$ cat src/rtl/rv32i_exec_slice.sv
// -----------------------------------------------------------------------------
// rv32i_exec_slice
//
// Single-cycle RV32I execution slice: 32x32 register file, instruction decoder,
// ALU and load/store access control with register write-back.
// Decode, ALU, memory address/enables and the load data extension are all
// combinational. The only state is the register file, which is written on the
// rising clock edge.
//
// Memory port contract: read_enable / write_enable qualify address,
// write_data and write_wstrb for the current cycle only. There is no ready or
// stall; the memory must return read_data within the same cycle. The fetch
// side presents a new instruction every cycle.
//
// Ports:
//   clock         in   rising-edge clock
//   reset         in   asynchronous, active-high; clears the register file
//   instruction   in   current instruction word
//   pc            in   address of the current instruction (reserved, unused)
//   address       out  data memory address (always equals alu_out)
//   read_data     in   load data, right-aligned to bit 0
//   read_enable   out  high for a valid load
//   write_data    out  store data (rs2 value, unmasked)
//   write_enable  out  high for a valid store
//   write_wstrb   out  access width: 0=byte, 1=half, 2=word
//   alu_out       out  ALU result
//   debug_ebreak  out  high when the instruction is EBREAK
//   debug_reg     out  (DEBUG_REG_EN only) flat copy of x0..x31, x0 field 0
//
// Optional feature: define DEBUG_REG_EN to add the debug_reg output port.
// -----------------------------------------------------------------------------
module rv32i_exec_slice #(
  parameter int          XLEN        = 32,
  parameter logic [31:0] RESET_VALUE = 32'h0
) (
  input  logic        clock,
  input  logic        reset,
  input  logic [31:0] instruction,
  input  logic [31:0] pc,
  output logic [31:0] address,
  input  logic [31:0] read_data,
  output logic        read_enable,
  output logic [31:0] write_data,
  output logic        write_enable,
  output logic [1:0]  write_wstrb,
  output logic [31:0] alu_out,
  output logic        debug_ebreak
`ifdef DEBUG_REG_EN
  ,
  output logic [1023:0] debug_reg
`endif
);

  // Shift amount width follows the datapath width (5 bits for 32).
  localparam int SHAMT_W = $clog2(XLEN);

  localparam logic [6:0] OPC_R     = 7'b0110011;
  localparam logic [6:0] OPC_I     = 7'b0010011;
  localparam logic [6:0] OPC_LOAD  = 7'b0000011;
  localparam logic [6:0] OPC_STORE = 7'b0100011;

  localparam logic [2:0] F3_ADD  = 3'b000;
  localparam logic [2:0] F3_SLL  = 3'b001;
  localparam logic [2:0] F3_SLT  = 3'b010;
  localparam logic [2:0] F3_SLTU = 3'b011;
  localparam logic [2:0] F3_XOR  = 3'b100;
  localparam logic [2:0] F3_SR   = 3'b101;
  localparam logic [2:0] F3_OR   = 3'b110;
  localparam logic [2:0] F3_AND  = 3'b111;

  localparam logic [1:0] WSTRB_BYTE = 2'd0;
  localparam logic [1:0] WSTRB_HALF = 2'd1;
  localparam logic [1:0] WSTRB_WORD = 2'd2;

  localparam logic [31:0] EBREAK_WORD = 32'h00100073;

  // ---------------------------------------------------------------------------
  // Instruction fields
  // ---------------------------------------------------------------------------
  logic [6:0]  opcode;
  logic [4:0]  rd;
  logic [2:0]  funct3;
  logic [4:0]  rs1;
  logic [4:0]  rs2;
  logic        alt_bit;
  logic [31:0] imm_i;
  logic [31:0] imm_s;

  assign opcode  = instruction[6:0];
  assign rd      = instruction[11:7];
  assign funct3  = instruction[14:12];
  assign rs1     = instruction[19:15];
  assign rs2     = instruction[24:20];
  // instr[30] selects SUB/SRA (R-type) and SRAI (I-type).
  assign alt_bit = instruction[30];
  assign imm_i   = {{20{instruction[31]}}, instruction[31:20]};
  assign imm_s   = {{20{instruction[31]}}, instruction[31:25], instruction[11:7]};

  // pc is reserved for future PC-relative instructions.
  logic unused_pc;
  assign unused_pc = ^pc;

  // ---------------------------------------------------------------------------
  // Register file
  // ---------------------------------------------------------------------------
  logic [31:0] regs [32];
  logic [31:0] rs1_val;
  logic [31:0] rs2_val;
  logic        wb_en;
  logic [31:0] wb_data;

  // x0 is hardwired to zero on the read side; its storage is never written.
  assign rs1_val = (rs1 == 5'd0) ? 32'h0 : regs[rs1];
  assign rs2_val = (rs2 == 5'd0) ? 32'h0 : regs[rs2];

  // Asynchronous reset wins over any write-back pending in the same cycle.
  always_ff @(posedge clock or posedge reset) begin
    if (reset) begin
      for (int i = 0; i < 32; i++) begin
        regs[i] <= RESET_VALUE;
      end
    end else if (wb_en) begin
      regs[rd] <= wb_data;
    end
  end

  // ---------------------------------------------------------------------------
  // Decoder
  // ---------------------------------------------------------------------------
  logic [31:0] op2;
  logic [2:0]  alu_f3;
  logic        alu_alt;
  logic        is_load;
  logic        is_store;
  logic        wb_alu;
  logic [1:0]  wstrb;

  // Anything not recognised falls back to rs1 + I-imm with no side effects.
  always_comb begin
    op2      = imm_i;
    alu_f3   = F3_ADD;
    alu_alt  = 1'b0;
    is_load  = 1'b0;
    is_store = 1'b0;
    wb_alu   = 1'b0;
    wstrb    = WSTRB_WORD;
    case (opcode)
      OPC_R: begin
        op2     = rs2_val;
        alu_f3  = funct3;
        alu_alt = alt_bit;
        wb_alu  = 1'b1;
      end
      OPC_I: begin
        alu_f3  = funct3;
        // There is no SUBI: only the right shift honours instr[30].
        alu_alt = (funct3 == F3_SR) ? alt_bit : 1'b0;
        wb_alu  = 1'b1;
      end
      OPC_LOAD: begin
        case (funct3)
          3'b000, 3'b100: begin
            is_load = 1'b1;
            wstrb   = WSTRB_BYTE;
          end
          3'b001, 3'b101: begin
            is_load = 1'b1;
            wstrb   = WSTRB_HALF;
          end
          3'b010: begin
            is_load = 1'b1;
            wstrb   = WSTRB_WORD;
          end
          default: begin
            is_load = 1'b0;
          end
        endcase
      end
      OPC_STORE: begin
        op2 = imm_s;
        case (funct3)
          3'b000: begin
            is_store = 1'b1;
            wstrb    = WSTRB_BYTE;
          end
          3'b001: begin
            is_store = 1'b1;
            wstrb    = WSTRB_HALF;
          end
          3'b010: begin
            is_store = 1'b1;
            wstrb    = WSTRB_WORD;
          end
          default: begin
            is_store = 1'b0;
          end
        endcase
      end
      default: begin
        op2 = imm_i;
      end
    endcase
  end

  // ---------------------------------------------------------------------------
  // ALU
  // ---------------------------------------------------------------------------
  logic [SHAMT_W-1:0] shamt;
  logic [31:0]        alu_result;

  assign shamt = op2[SHAMT_W-1:0];

  always_comb begin
    alu_result = 32'h0;
    case (alu_f3)
      F3_ADD:  alu_result = alu_alt ? (rs1_val - op2) : (rs1_val + op2);
      F3_SLL:  alu_result = rs1_val << shamt;
      F3_SLT:  alu_result = {31'h0, ($signed(rs1_val) < $signed(op2))};
      F3_SLTU: alu_result = {31'h0, (rs1_val < op2)};
      F3_XOR:  alu_result = rs1_val ^ op2;
      F3_SR:   alu_result = alu_alt ? 32'($signed(rs1_val) >>> shamt)
                                    : (rs1_val >> shamt);
      F3_OR:   alu_result = rs1_val | op2;
      F3_AND:  alu_result = rs1_val & op2;
      default: alu_result = 32'h0;
    endcase
  end

  // ---------------------------------------------------------------------------
  // Load data extension (funct3[2] distinguishes the unsigned variants)
  // ---------------------------------------------------------------------------
  logic [31:0] load_value;

  always_comb begin
    load_value = read_data;
    case (funct3)
      3'b000:  load_value = {{24{read_data[7]}},  read_data[7:0]};
      3'b001:  load_value = {{16{read_data[15]}}, read_data[15:0]};
      3'b100:  load_value = {24'h0, read_data[7:0]};
      3'b101:  load_value = {16'h0, read_data[15:0]};
      default: load_value = read_data;
    endcase
  end

  // ---------------------------------------------------------------------------
  // Write-back select and outputs
  // ---------------------------------------------------------------------------
  assign wb_en   = (wb_alu || is_load) && (rd != 5'd0) && !reset;
  assign wb_data = is_load ? load_value : alu_result;

  assign alu_out      = alu_result;
  assign address      = alu_result;
  assign write_data   = rs2_val;
  assign write_wstrb  = wstrb;
  assign read_enable  = is_load && !reset;
  assign write_enable = is_store && !reset;
  assign debug_ebreak = (instruction == EBREAK_WORD);

`ifdef DEBUG_REG_EN
  assign debug_reg[31:0] = 32'h0;
  for (genvar g = 1; g < 32; g++) begin : g_debug_reg
    assign debug_reg[32*g +: 32] = regs[g];
  end
`endif

endmodule

$ cat config.mk
export PLATFORM = sky130hd
export DESIGN_NAME = rv32i_exec_slice
export DESIGN_NICKNAME = d
export VERILOG_FILES = /design/src/rtl/rv32i_exec_slice.sv
export SDC_FILE = /design/constraint.sdc
export NUM_CORES = 2
export LEC_CHECK = 0
export CAP_MARGIN = 20
export CORE_ASPECT_RATIO = 0.5
export CORE_MARGIN = 1.5
export CORE_UTILIZATION = 47
export DETAILED_ROUTE_END_ITERATION = 16
export SYNTH_ARGS = -nofsm -noshare
export SYNTH_HDL_FRONTEND = slang
export SYNTH_SLANG_ARGS = --single-unit
$ cat constraint.sdc
create_clock -name clock -period 41.6 [get_ports clock]
set_input_delay 4.16 -clock clock [delete_from_list [all_inputs] [get_ports clock]]
set_output_delay 4.16 -clock clock [all_outputs]
set_load 0.05 [all_outputs]
==> flow_metrics.tcl <==
set metrics [dict create \
    synth_area_leaders "dfrtp_1 (41%), mux4_2 (15%), nand2_1 (7.1%)" \
    yosys_warnings 0 \
    final.fill_count 11943 \
    synth_top_area_frac 0.405 \
    start_util 0.477 \
    fin_nets 6438 \
    rsz0062_at_grt "no" \
    die_h_um 262 \
    worst_pin_slew_ns 1.30 \
    clk_pin_slew_worst_paths_ns 0.07 \
    hpwl_um 180000 \
    drc 0 \
    cp.arrival_ns 13.34 \
    synthesis.nets 6653 \
    hold_class "flip-flop to flip-flop" \
    p_leak_nw 29.9 \
    crit_path_max_fanout 114 \
    synth_top_area_cell "dfrtp_1" \
    via_count 55144 \
    synth_edf_count 0 \
    max_freq_mhz 57.2 \
    cts.sinks 1024 \
    die_w_um 522 \
    yosysSeqAreaShare 0.405 \
    vias_per_cell 6.80 \
    finalSetupTns_ns 0 \
    path_class "input pin to output pin" \
    synth-seq-cells 1024 \
    fin_skew_ns 0.0284 \
    drt_iter0_drc 7306 \
    synth_cell_types 98 \
    vdd_drop_max_uv 34.5 \
    grt_max_degree 179 \
    synth_ff_type "dfrtp_1" \
    wl_per_cell_um 33.4 \
    drt_wl_total_um 271000 \
    synth_cells 6456 \
    clock_latency_ns 0.73 \
    crit_path_end_kind "output pin" \
    grt_pass1_wl_um 385000 \
    postRouteAntennaNets 0 \
    grt_overflow 0 \
    cp_data_required_time_ns 37.44 \
    syn_area_mm2 0.0632 \
    drive_gt1_frac 0.157 \
    drt_pass1_iterations 8 \
    post_cts_buffers 0 \
    h-tree-depth 3 \
    rows 94 \
    grt_pass1_vias 52206 \
    largest_register_ffs 1024 \
    slew_headroom 0.112 \
    min_period_ns 17.50 \
    utilization 0.527 \
    top_register "regs" \
    fin_crit_sh 0.421 \
    largestRegisters "regs x1024" \
    antenna_found_initial 18 \
    finalMaxSlewViolations 0 \
    dieArea_mm2 0.137 \
    cp-start-kind "input pin" \
    clockRootBuffer "clkbuf_16" \
    hold_viol 0 \
    cts-hold-fix-buffers 0 \
    gp_congestion 1.05 \
    grtUsageTotal 0.391 \
    io_pins 199 \
    cts_buffers 101 \
    p_per_area_mw_per_mm2 34.6 \
    setup_viol 0 \
    cts_buffer_depth 3 \
    ctsResizeCount 0 \
    core_mm2 0.132 \
    io_buffer_count 166 \
    syn_to_final_growth_pct 10.3 \
    maxCapViolations 0 \
    status "finished clean" \
    cts_tree "done" \
    async_flop_share 1.00 \
    synth.avg_cell_area_um2 9.79 \
]
[layer usage]
| metal | GRT usage | part of all wire |
|---|---|---|
| met5 | 0 | 0.00044 |
| met3 | 0.122 | 0.13 |
| met1 | 0.546 | 0.40 |
| met2 | 0.552 | 0.42 |
| met4 | 0.184 | 0.052 |
[cells in the final DEF, fill, tap and decap left out, types with 31 or more instances in the layout]
cell | netlist | routed
a211oi_1 | 40 | 38
a21oi_1 | 170 | 166
a221oi_1 | 31 | 31
a22oi_1 | 148 | 147
a31oi_1 | 40 | 37
and2_1 | 33 | 32
buf_4 | 73 | 180
clkbuf_16 | 0 | 101
clkdlybuf4s50_1 | 0 | 155
dfrtp_1 | 1024 | 1024
ha_1 | 97 | 97
inv_1 | 130 | 129
mux2_2 | 85 | 85
mux2i_1 | 356 | 353
mux4_2 | 419 | 419
nand2_1 | 1191 | 1160
nand3_1 | 99 | 99
nor2_1 | 223 | 218
nor3_1 | 47 | 43
o21ai_0 | 478 | 464
o21ai_1 | 567 | 570
o22ai_1 | 69 | 69
o31ai_1 | 50 | 47
[worst max-delay path: stages]
cell	delay (ns)
buf_8	0.36
buf_12	0.64
buf_4	0.84
buf_4	0.77
mux4_2	0.44
a221oi_1	0.77
a21oi_1	0.17
buf_4	0.25
ha_1	0.47
nand3_1	0.24
a211oi_1	0.29
a21oi_1	0.13
o2111a_1	0.38
o21ai_0	0.39
a21boi_0	0.30
o41ai_1	0.43
a31oi_1	0.11
xor2_1	0.23
o211ai_1	0.76
clkdlybuf4s50_1	0.95
[layout make-up]
cell class	instances	area [µm²]	area share
repair buffers	357	3260	0.0468
clock inverters	43	593	0.00850
inverters	136	520	0.00746
well taps	1776	2220	0.0319
clock buffers	145	2970	0.0426
diodes	7	17.5	0.000251
multi-input cells	4621	34500	0.495
flip-flops and latches	1024	25600	0.367
[power breakdown]
group	internal (mW)	switching (mW)
clock network	0.568	0.420
logic	0.112	0.299
registers	1.01	0.00910
total	1.69	0.728
[metrics by stage]
step / worst slack, ns / hold WS (ns) / cell area, µm² / total power, mW / cells
finish: 24.10 / 0.377 / 69700 / 2.42 / 8109
global route: 24.02 / 0.385 / 69700 / 2.48 / 8105
global placement: 24.52 / 0.362 / 66000 / 1.43 / 7904
CTS: 24.41 / 0.378 / 69500 / 2.41 / 8093
detailed placement: 24.43 / 0.363 / 66000 / 1.43 / 7905
floorplan: 8.62 / 0.425 / 63200 / 1.29 / 6456
[cell usage after synthesis (28+ instances only)]
cell	count
nand2_1	1191
dfrtp_1	1024
o21ai_1	567
o21ai_0	478
clkbuf_1	449
mux4_2	419
mux2i_1	356
nor2_1	223
a21oi_1	170
a22oi_1	148
inv_1	130
buf_2	109
nand3_1	99
ha_1	97
mux2_2	85
buf_4	73
o22ai_1	69
o31ai_1	50
nor3_1	47
a211oi_1	40
a31oi_1	40
buf_1	34
and2_1	33
a221oi_1	31
nand2b_1	29
a22o_1	28
[path summary, 6_finish.rpt]
check / cells past startpoint / start / endpoint / slack (ns)
worst max-delay path: 20 / instruction[16] / alu_out[30] / 24.10
worst min-delay path: 0 / regs[992] / regs[992] / 0.38
min in group asynchronous: 2 / reset / regs[748] / 4.42
max in group asynchronous: 7 / reset / regs[988] / 33.21
worst min register to register: 0 / regs[992] / regs[992] / 0.38
worst max register to register: 17 / regs[911] / regs[441] / 34.17
[kinds of logic after synthesis]
family                     after synthesis  share of synthesized area
AOI/OAI and AO/OA                     1842                      0.174
and+or+nand+nor                       1792                      0.121
DFF                                   1024                      0.405
muxes                                  862                      0.221
buffers and inverters                  811                     0.0559
adders and majority gates               99                     0.0198
xor gates and xnor gates                26                    0.00360
No activity file was read; power rests on OpenSTA's default activity.
